`src/rtl/ps2_key_decoder.sv`:
```
// ps2_key_decoder: PS/2 frame receiver with glitch filter, timeout and make/break/extended event decoding.
module ps2_key_decoder #(
    parameter int TIMEOUT_CYCLES = 50000,
    parameter int FILTER_LEN = 4
) (
    input  logic       clk,
    input  logic       rst,
    input  logic       ps2_clk,
    input  logic       ps2_data,
    output logic [7:0] key_code,
    output logic       extended,
    output logic       key_released,
    output logic       done_posedge,
    output logic       frame_err
);
    localparam int TW = $clog2(TIMEOUT_CYCLES);
    localparam int FW = $clog2(FILTER_LEN + 1);
    typedef enum logic [1:0] {IDLE, DATA, PARITY, STOP} state_t;
    logic [1:0] clk_sync_q, dat_sync_q;
    logic filt_q, fall_q;
    logic [FW-1:0] fcnt_q;
    state_t state_q;
    logic [2:0] bcnt_q;
    logic [7:0] shift_q, key_code_q;
    logic [TW-1:0] tcnt_q, tcnt_d;
    logic par_q, ext_pend_q, brk_pend_q, ext_q, rel_q, done_q, err_q, din, timeout_d, frame_ok_d;
    assign din = dat_sync_q[1];
    assign tcnt_d = (state_q == IDLE || fall_q) ? '0 : tcnt_q + TW'(1);
    assign timeout_d = state_q != IDLE && !fall_q && tcnt_q == TW'(TIMEOUT_CYCLES - 2);
    assign frame_ok_d = din && (^shift_q ^ par_q);
    always_ff @(posedge clk) begin
        if (rst) begin
            clk_sync_q <= 2'b11;
            dat_sync_q <= 2'b11;
            filt_q <= 1'b1;
            fcnt_q <= '0;
            fall_q <= 1'b0;
        end else begin
            clk_sync_q <= {clk_sync_q[0], ps2_clk};
            dat_sync_q <= {dat_sync_q[0], ps2_data};
            fall_q <= 1'b0;
            if (clk_sync_q[1] == filt_q) begin
                fcnt_q <= '0;
            end else if (fcnt_q == FW'(FILTER_LEN - 1)) begin
                filt_q <= clk_sync_q[1];
                fcnt_q <= '0;
                fall_q <= filt_q;
            end else begin
                fcnt_q <= fcnt_q + FW'(1);
            end
        end
    end
    always_ff @(posedge clk) begin
        if (rst) begin
            state_q <= IDLE;
            bcnt_q <= '0;
            shift_q <= '0;
            par_q <= 1'b0;
            tcnt_q <= '0;
            ext_pend_q <= 1'b0;
            brk_pend_q <= 1'b0;
            key_code_q <= '0;
            ext_q <= 1'b0;
            rel_q <= 1'b0;
            done_q <= 1'b0;
            err_q <= 1'b0;
        end else begin
            done_q <= 1'b0;
            err_q <= 1'b0;
            tcnt_q <= tcnt_d;
            if (timeout_d) begin
                state_q <= IDLE;
                err_q <= 1'b1;
                ext_pend_q <= 1'b0;
                brk_pend_q <= 1'b0;
            end else if (fall_q) begin
                case (state_q)
                    IDLE: begin
                        if (!din) state_q <= DATA;
                        bcnt_q <= '0;
                    end
                    DATA: begin
                        shift_q <= {din, shift_q[7:1]};
                        bcnt_q <= bcnt_q + 3'd1;
                        if (bcnt_q == 3'd7) state_q <= PARITY;
                    end
                    PARITY: begin
                        par_q <= din;
                        state_q <= STOP;
                    end
                    STOP: begin
                        state_q <= IDLE;
                        if (!frame_ok_d) begin
                            err_q <= 1'b1;
                            ext_pend_q <= 1'b0;
                            brk_pend_q <= 1'b0;
                        end else if (shift_q == 8'hE0) begin
                            ext_pend_q <= 1'b1;
                        end else if (shift_q == 8'hF0) begin
                            brk_pend_q <= 1'b1;
                        end else begin
                            key_code_q <= shift_q;
                            ext_q <= ext_pend_q;
                            rel_q <= brk_pend_q;
                            done_q <= 1'b1;
                            ext_pend_q <= 1'b0;
                            brk_pend_q <= 1'b0;
                        end
                    end
                endcase
            end
        end
    end
    assign key_code = key_code_q;
    assign extended = ext_q;
    assign key_released = rel_q;
    assign done_posedge = done_q;
    assign frame_err = err_q;
endmodule

```
`config.mk`:
```
export PLATFORM = sky130hd
export DESIGN_NAME = ps2_key_decoder
export DESIGN_NICKNAME = d
export VERILOG_FILES = /design/src/rtl/ps2_key_decoder.sv
export SDC_FILE = /design/constraint.sdc
export NUM_CORES = 1
export LEC_CHECK = 0
export BUFFER_PORTS_ARGS = -buffer_cell sky130_fd_sc_hd__buf_2
export CAP_MARGIN = 20
export CORE_MARGIN = 1.5
export CORE_UTILIZATION = 43
export CTS_CLUSTER_SIZE = 24
export DETAILED_ROUTE_END_ITERATION = 10
export RECOVER_POWER = 50
export SLEW_MARGIN = 30
export SYNTH_ARGS = -nofsm -noshare
export SYNTH_HDL_FRONTEND = slang
export SYNTH_SLANG_ARGS = --single-unit
```
`constraint.sdc`:
```
create_clock -name clk -period 2.7 [get_ports clk]
set_input_delay 0.405 -clock clk [delete_from_list [all_inputs] [get_ports clk]]
set_output_delay 0.405 -clock clk [all_outputs]
set_load 0.05 [all_outputs]
```
==> results of run 1 <==
==> worst paths after layout <==
kind	from	end	slack, ns
worst max register to register	shift_q[4]$_SDFFE_PP0P_	key_code[5]$_SDFFE_PP0P_	0.26
worst min-delay path	ps2_clk	clk_sync_q[0]$_SDFF_PP1_	0.27
worst min register to register	clk_sync_q[0]$_SDFF_PP1_	clk_sync_q[1]$_SDFF_PP1_	0.41
worst max-delay path	shift_q[4]$_SDFFE_PP0P_	key_code[5]$_SDFFE_PP0P_	0.26
==> critical path, delay by kind of cell (launching register included) <==
family	cells	cell delay [ns]
AO/OA/AOI/OAI	2	0.36
XOR/XNOR	2	1.21
adder cells (fa/ha/maj)	1	0.30
buffers and inverters	1	0.06
flip-flops	1	0.42
==> registers in the layout (all words and copies together) (netlist names), 2 cells and up <==
signal,cells
clk_sync_q,2
tcnt_q,16
state_q,2
key_code,8
fcnt_q,3
shift_q,8
dat_sync_q,2
bcnt_q,3
==> placed cells by master, fill, tap and decap left out, drive strengths merged, types with 2 or more instances in the layout <==
cell / n
or2: 4
or4: 2
and3: 3
buf: 4
o21ai: 8
nand3: 9
nor2: 20
nand2: 27
a21oi: 30
nor4: 6
dfxtp: 53
nand4: 19
clkbuf: 20
xnor2: 9
a22oi: 2
o31ai: 11
ha: 15
or3: 8
mux2i: 2
and2: 2
xor2: 3
inv: 15
==> cell families (layout without fill, tap and decap cells) <==
logic type | after synthesis | after routing | share of synthesized area (%)
XOR/XNOR | 13 | 13 | 5.34
flip-flops | 53 | 53 | 44.4
multiplexers | 2 | 2 | 0.837
AO/OA/AOI/OAI | 56 | 56 | 13.7
buffers and inverters | 28 | 40 | 4.50
AND/OR/NAND/NOR | 107 | 107 | 23.4
adder cells (fa/ha/maj) | 15 | 15 | 7.85
==> per-stage QoR <==
stage / area (um^2) / setup WS [ns] / util [%]
floorplan: 2390 / 0.788 / -
global placement: 2520 / 0.427 / 48.1
CTS: 2620 / 0.298 / 50.0
global route: 2600 / 0.0761 / 49.7
detailed placement: 2520 / 0.333 / 48.1
finish: 2600 / 0.259 / 49.7
==> routing by layer <==
metal | global-route usage [%] | vias to the layer above | share of wire (%)
li1 | - | 996 | -
met1 | 22.8 | 898 | 51
met2 | 25.0 | 26 | 43
met3 | 3.88 | 7 | 3.7
met4 | 8.55 | 0 | 2.1
met5 | 0 | - | 0
==> power groups by stage <==
stage	Sequential (mW)	Clock, mW	Combinational (mW)
3_5_place_dp	0.805	0	0.0165
6_report	0.786	0.487	0.0160
4_1_cts	0.786	0.508	0.0165
3_3_place_gp	0.805	0	0.0166
2_1_floorplan	0.804	0	0.0105
5_1_grt	0.787	0.536	0.0178
==> final cells by class <==
type | instances | area [um^2] | area share (%)
flip-flops and latches | 53 | 1060 | 40.8
clock inverters | 1 | 5.00 | 0.192
multi-input cells | 193 | 1220 | 47.0
well taps | 70 | 87.6 | 3.37
clock buffers | 7 | 96.3 | 3.70
repair buffers | 17 | 73.8 | 2.84
inverters | 15 | 56.3 | 2.16
==> impl_metrics.csv, run 1 <==
group,metric,value,unit
outcome,status,"finished clean",
clock_network,ctsHoldBuffers,0,
die,ios,16,
route,vias,1927,
clock_network,numCtsBuffers,5,
placement,numPortBuffers,15,
timing,fmax,0.410,GHz
layout,nFillCells,534,
worst_hold_path,min_path_cells,2,
global_route,grt_pass1_vias,1750,
layout,syn_to_final_growth,8.84,%
route,drt_wl_total,4710,um
placement,dp_cells,348,
route,viasPerCell,5.41,
route,drc,0,
global_route,grt_first_pass_wirelength,8040,um
timing,rsz0062_at_grt,"false",
clock_network,clockBufferDepth,2,
timing,tightest_slew,1.29,ns
synth,synth_flop_cell,"dfxtp_1",
global_route,grt.overflow.total,0,
clock_network,cts.htree.levels,2,
critical_path,criticalPathCategory,"reg2reg",
clock_network,cts_tree,"done",
timing,finalSetupTns,0,ns
clock_network,root_buffer,"clkbuf_8",
global_route,grt_max_degree,31,
synth,postSynthCellCount,274,
run,drv_cap,0,
pwr,powerDensity,495,mW/mm^2
route,routedWlPerCell,13.2,um
synth,netlist.area_leader.share,44.4,%
layout,drive_gt1_share,7.34,%
pwr,power,1.29,mW
synth,ys_seq_area_share,44.4,%
layout,fin_cells,356,
synth,synth_area_per_cell,8.73,um^2
timing,fin_crit,2.44,ns
timing,hold_viol_final,0,
pwr,internal_power,1.02,mW
clock_network,cts_sinks,53,
synth,synth_nets,293,
pwr,p_seq_share,61.0,%
pwr,peakVddDrop,339,uV
synth,synthArstFlopShare,0,%
die,die_w,77.6,um
synth,synth_top_area_cell,"dfxtp_1",
timing,period_share,90.4,%
critical_path,critPathMaxFanout,11,
global_route,track_usage,16.9,%
synth,ys_ff_latch,53,
die,initial_core_util,45.7,%
timing,setup_viol_count_final,0,
synth,yosys.cell_count.top_type,"dfxtp_1",
critical_path,crit_path_top_delay_cell,"xnor2_1",
die,die_h,77.6,um
clock_network,clkLatencyLatePin,0.31,ns
critical_path,r2r.worst_path.cells,6,
route,dr.pass1.iters,4,
critical_path,critical_path_required,2.93,ns
synth,ys_top_cells_by_count,"dfxtp_1 (53), a21oi_1 (30), nand2_1 (27)",
timing,fin_skew,0.00657,ns
synth,synth_cell_types,39,
clock_network,clk_pin_slew,0.09,ns
pwr,power_frac_clock,37.8,%
timing,slew_viol_final,0,
die,rows,26,
global_route,antenna_found_initial,0,
placement,place_congestion,0.805,
critical_path,worstPathCellList,"inv_1 -> ha_1 -> xnor3_1 -> xnor2_1 -> o31ai_1 -> a21oi_1",
synth,yosysWarnings,0,
critical_path,cp.arrival,2.67,ns
synth,synth.top_cells.by_area,"dfxtp_1 (44%), ha_1 (7.8%), a21oi_1 (6.3%), nand4_1 (5.0%), nand2_1 (4.2%)",
synth,synth_edf_count,0,
layout,layout.nets,304,
placement,hpwl,3250,um
route,ant_nets,0,
clock_network,ctsResizeCount,0,
pwr,comb_power_share,1.2,%
die,coreArea,0.00524,mm^2
critical_path,crit_path_end_kind,"flip-flop",
pwr,swShare,20.7,%
route,dr.first_iter.drc_count,104,
timing,relSlewSlack,13.9,%
pwr,leakagePower,0.865,nW
synth,syn_area,0.00239,mm^2
clock_network,cts_setup_buffers,0,
layout,antennaDiodeCount,0,
worst_hold_path,hp-class,"in2reg",
critical_path,critPathLaunchType,"flip-flop",
timing,holdWs,0.270,ns
critical_path,slowest_delay,0.79,ns
die,die_area,0.00602,mm^2
pwr,p_sw,267,uW
Power figures use the tool's default switching activity.
==> run 2: changes to the inputs <==
--- a/config.mk
+++ b/config.mk
@@ -11,7 +11,6 @@
 export CORE_UTILIZATION = 43
 export CTS_CLUSTER_SIZE = 24
 export DETAILED_ROUTE_END_ITERATION = 10
-export RECOVER_POWER = 50
 export SLEW_MARGIN = 30
 export SYNTH_ARGS = -nofsm -noshare
 export SYNTH_HDL_FRONTEND = slang
==> impl_metrics.csv, run 2 (synthesized netlist as in run 1, its figures left out) <==
group,metric,value,unit
worst_hold_path,hp-class,"in2reg",
worst_hold_path,holdPathEnd,"clk_sync_q[0]$_SDFF_PP1_",
layout,layout.nets,304,
worst_hold_path,hold_start,"ps2_clk",
timing,rsz0062_at_grt,"false",
timing,slew_viol_final,0,
critical_path,critical_path_required,2.94,ns
pwr,leakagePower,0.922,nW
die,die_h,77.6,um
global_route,antenna_found_initial,0,
route,dr.pass1.iters,4,
timing,tightest_slew,0.957,ns
pwr,powerDensity,492,mW/mm^2
route,dr_wl_met3,146,um
route,met2_length,2070,um
timing,fin_crit,2.42,ns
critical_path,crit_path_end_kind,"flip-flop",
pwr,peakVddDrop,340,uV
route,viasPerCell,5.37,
critical_path,crit_path_top_delay_cell,"xnor2_1",
route,top_layer,"met4",
layout,fin_cells,356,
outcome,status,"finished clean",
run,drv_cap,0,
layout,layout_common_cells,"dfxtp_1 (53), a21oi_1 (30), nand2_1 (27)",
route,wl_met1,2360,um
clock_network,ctsHoldBuffers,0,
critical_path,path_buf_inv,1,
critical_path,criticalPathCategory,"reg2reg",
critical_path,worstPathCellList,"inv_1 -> ha_1 -> xnor3_1 -> xnor2_1 -> o31ai_1 -> a21oi_1",
placement,place_congestion,0.805,
layout,ff_latch_area,0.00106,mm^2
route,vias,1910,
critical_path,critPathLaunchType,"flip-flop",
die,initial_core_util,45.7,%
critical_path,cp.depth,6,
timing,fin_skew,0.00710,ns
critical_path,critPathTopFamily,"XOR/XNOR gates",
clock_network,numCtsBuffers,5,
timing,finalSetupTns,0,ns
timing,setup_viol_count_final,0,
die,die_w,77.6,um
die,die_area,0.00602,mm^2
clock_network,cts_tree,"done",
worst_hold_path,min_path_cells,2,
die,ios,16,
global_route,grt_max_degree,31,
layout,antennaDiodeCount,0,
clock_network,root_buffer,"clkbuf_8",
layout,nFillCells,529,
clock_network,cts.htree.levels,2,
global_route,grt_first_pass_wirelength,8040,um
layout,syn_to_final_growth,9.52,%
layout,largest_register,"tcnt_q",
timing,relSlewSlack,35.7,%
clock_network,clk_pin_slew,0.09,ns
critical_path,r2r.worst_path.cells,6,
clock_network,clockBufferDepth,2,
pwr,power,1.29,mW
route,routedWlPerCell,13.1,um
placement,numPortBuffers,15,
die,coreArea,0.00524,mm^2
clock_network,clkLatencyLatePin,0.31,ns
global_route,grt_pass1_vias,1750,
route,drt_wl_total,4670,um
layout,multi_input_comb_area,0.00122,mm^2
critical_path,regToRegSetupSlack,0.28,ns
layout,drive_gt1_share,11.9,%
clock_network,cts_setup_buffers,0,
timing,period_share,89.5,%
critical_path,reg2reg_to,"key_code[7]$_SDFFE_PP0P_",
timing,fmax,0.414,GHz
timing,holdWs,0.270,ns
critical_path,critPathMaxFanout,11,
clock_network,cts_sinks,53,
layout,final_common_cell,"dfxtp_1",
global_route,grt.overflow.total,0,
timing,hold_viol_final,0,
placement,dp_cells,348,
critical_path,slowest_delay,0.78,ns
layout,largest_reg_flops,16,
critical_path,rr_startpoint,"shift_q[4]$_SDFFE_PP0P_",
die,rows,26,
route,ant_nets,0,
clock_network,ctsResizeCount,0,
critical_path,cp.arrival,2.66,ns
placement,hpwl,3250,um
route,drc,0,
route,dr.first_iter.drc_count,106,
global_route,track_usage,16.9,%
run 2: report_power, final:
part	internal (mW)	switching [mW]	leakage [nW]
Clock	0.232	0.255	0.0542
Sequential	0.784	0.00219	0.428
Combinational	0.00574	0.0105	0.440
Total	1.02	0.268	0.922
run 2: worst max path at each step:
stage | slack [ns] | startpoint | endpoint
6_report | 0.28 | shift_q[4]$_SDFFE_PP0P_ | key_code[7]$_SDFFE_PP0P_
5_1_grt | 0.09 | shift_q[4]$_SDFFE_PP0P_ | key_code[0]$_SDFFE_PP0P_
4_1_cts | 0.30 | shift_q[4]$_SDFFE_PP0P_ | key_released$_SDFFE_PP0P_
3_5_place_dp | 0.33 | shift_q[4]$_SDFFE_PP0P_ | key_code[7]$_SDFFE_PP0P_
3_3_place_gp | 0.43 | shift_q[4]$_SDFFE_PP0P_ | key_code[2]$_SDFFE_PP0P_
2_1_floorplan | 0.79 | shift_q[4]$_SDFFE_PP0P_ | extended$_SDFFE_PP0P_
run 2: layout make-up:
type,count,share of cell area [%]
multi-input combinational,193,46.7
sequential,53,40.5
clock buffer,7,3.68
timing repair buffer,17,3.44
tap,70,3.34
inverter,15,2.15
clock inverter,1,0.191
run 2: through the flow:
stage	area (um^2)	utilization (%)	setup WS [ns]
global route	2620	50.0	0.0926
global placement	2520	48.1	0.427
finish	2620	50.0	0.284
floorplan	2390	-	0.788
CTS	2620	50.0	0.298
detailed placement	2520	48.1	0.333
run 2: worst register-to-register path: cells and delay by family (launching register included):
family                   cells  cell delay [ns]
flip-flops                   1             0.41
adder cells (fa/ha/maj)      1             0.30
XOR/XNOR                     2             1.20
buffers and inverters        1             0.06
AO/OA/AOI/OAI                2             0.37
run 2: per-layer routing:
layer | vias up | track usage [%]
met1 | 883 | 22.8
met3 | 7 | 3.88
li1 | 997 | -
met4 | 0 | 8.55
met5 | - | 0
met2 | 23 | 25.0
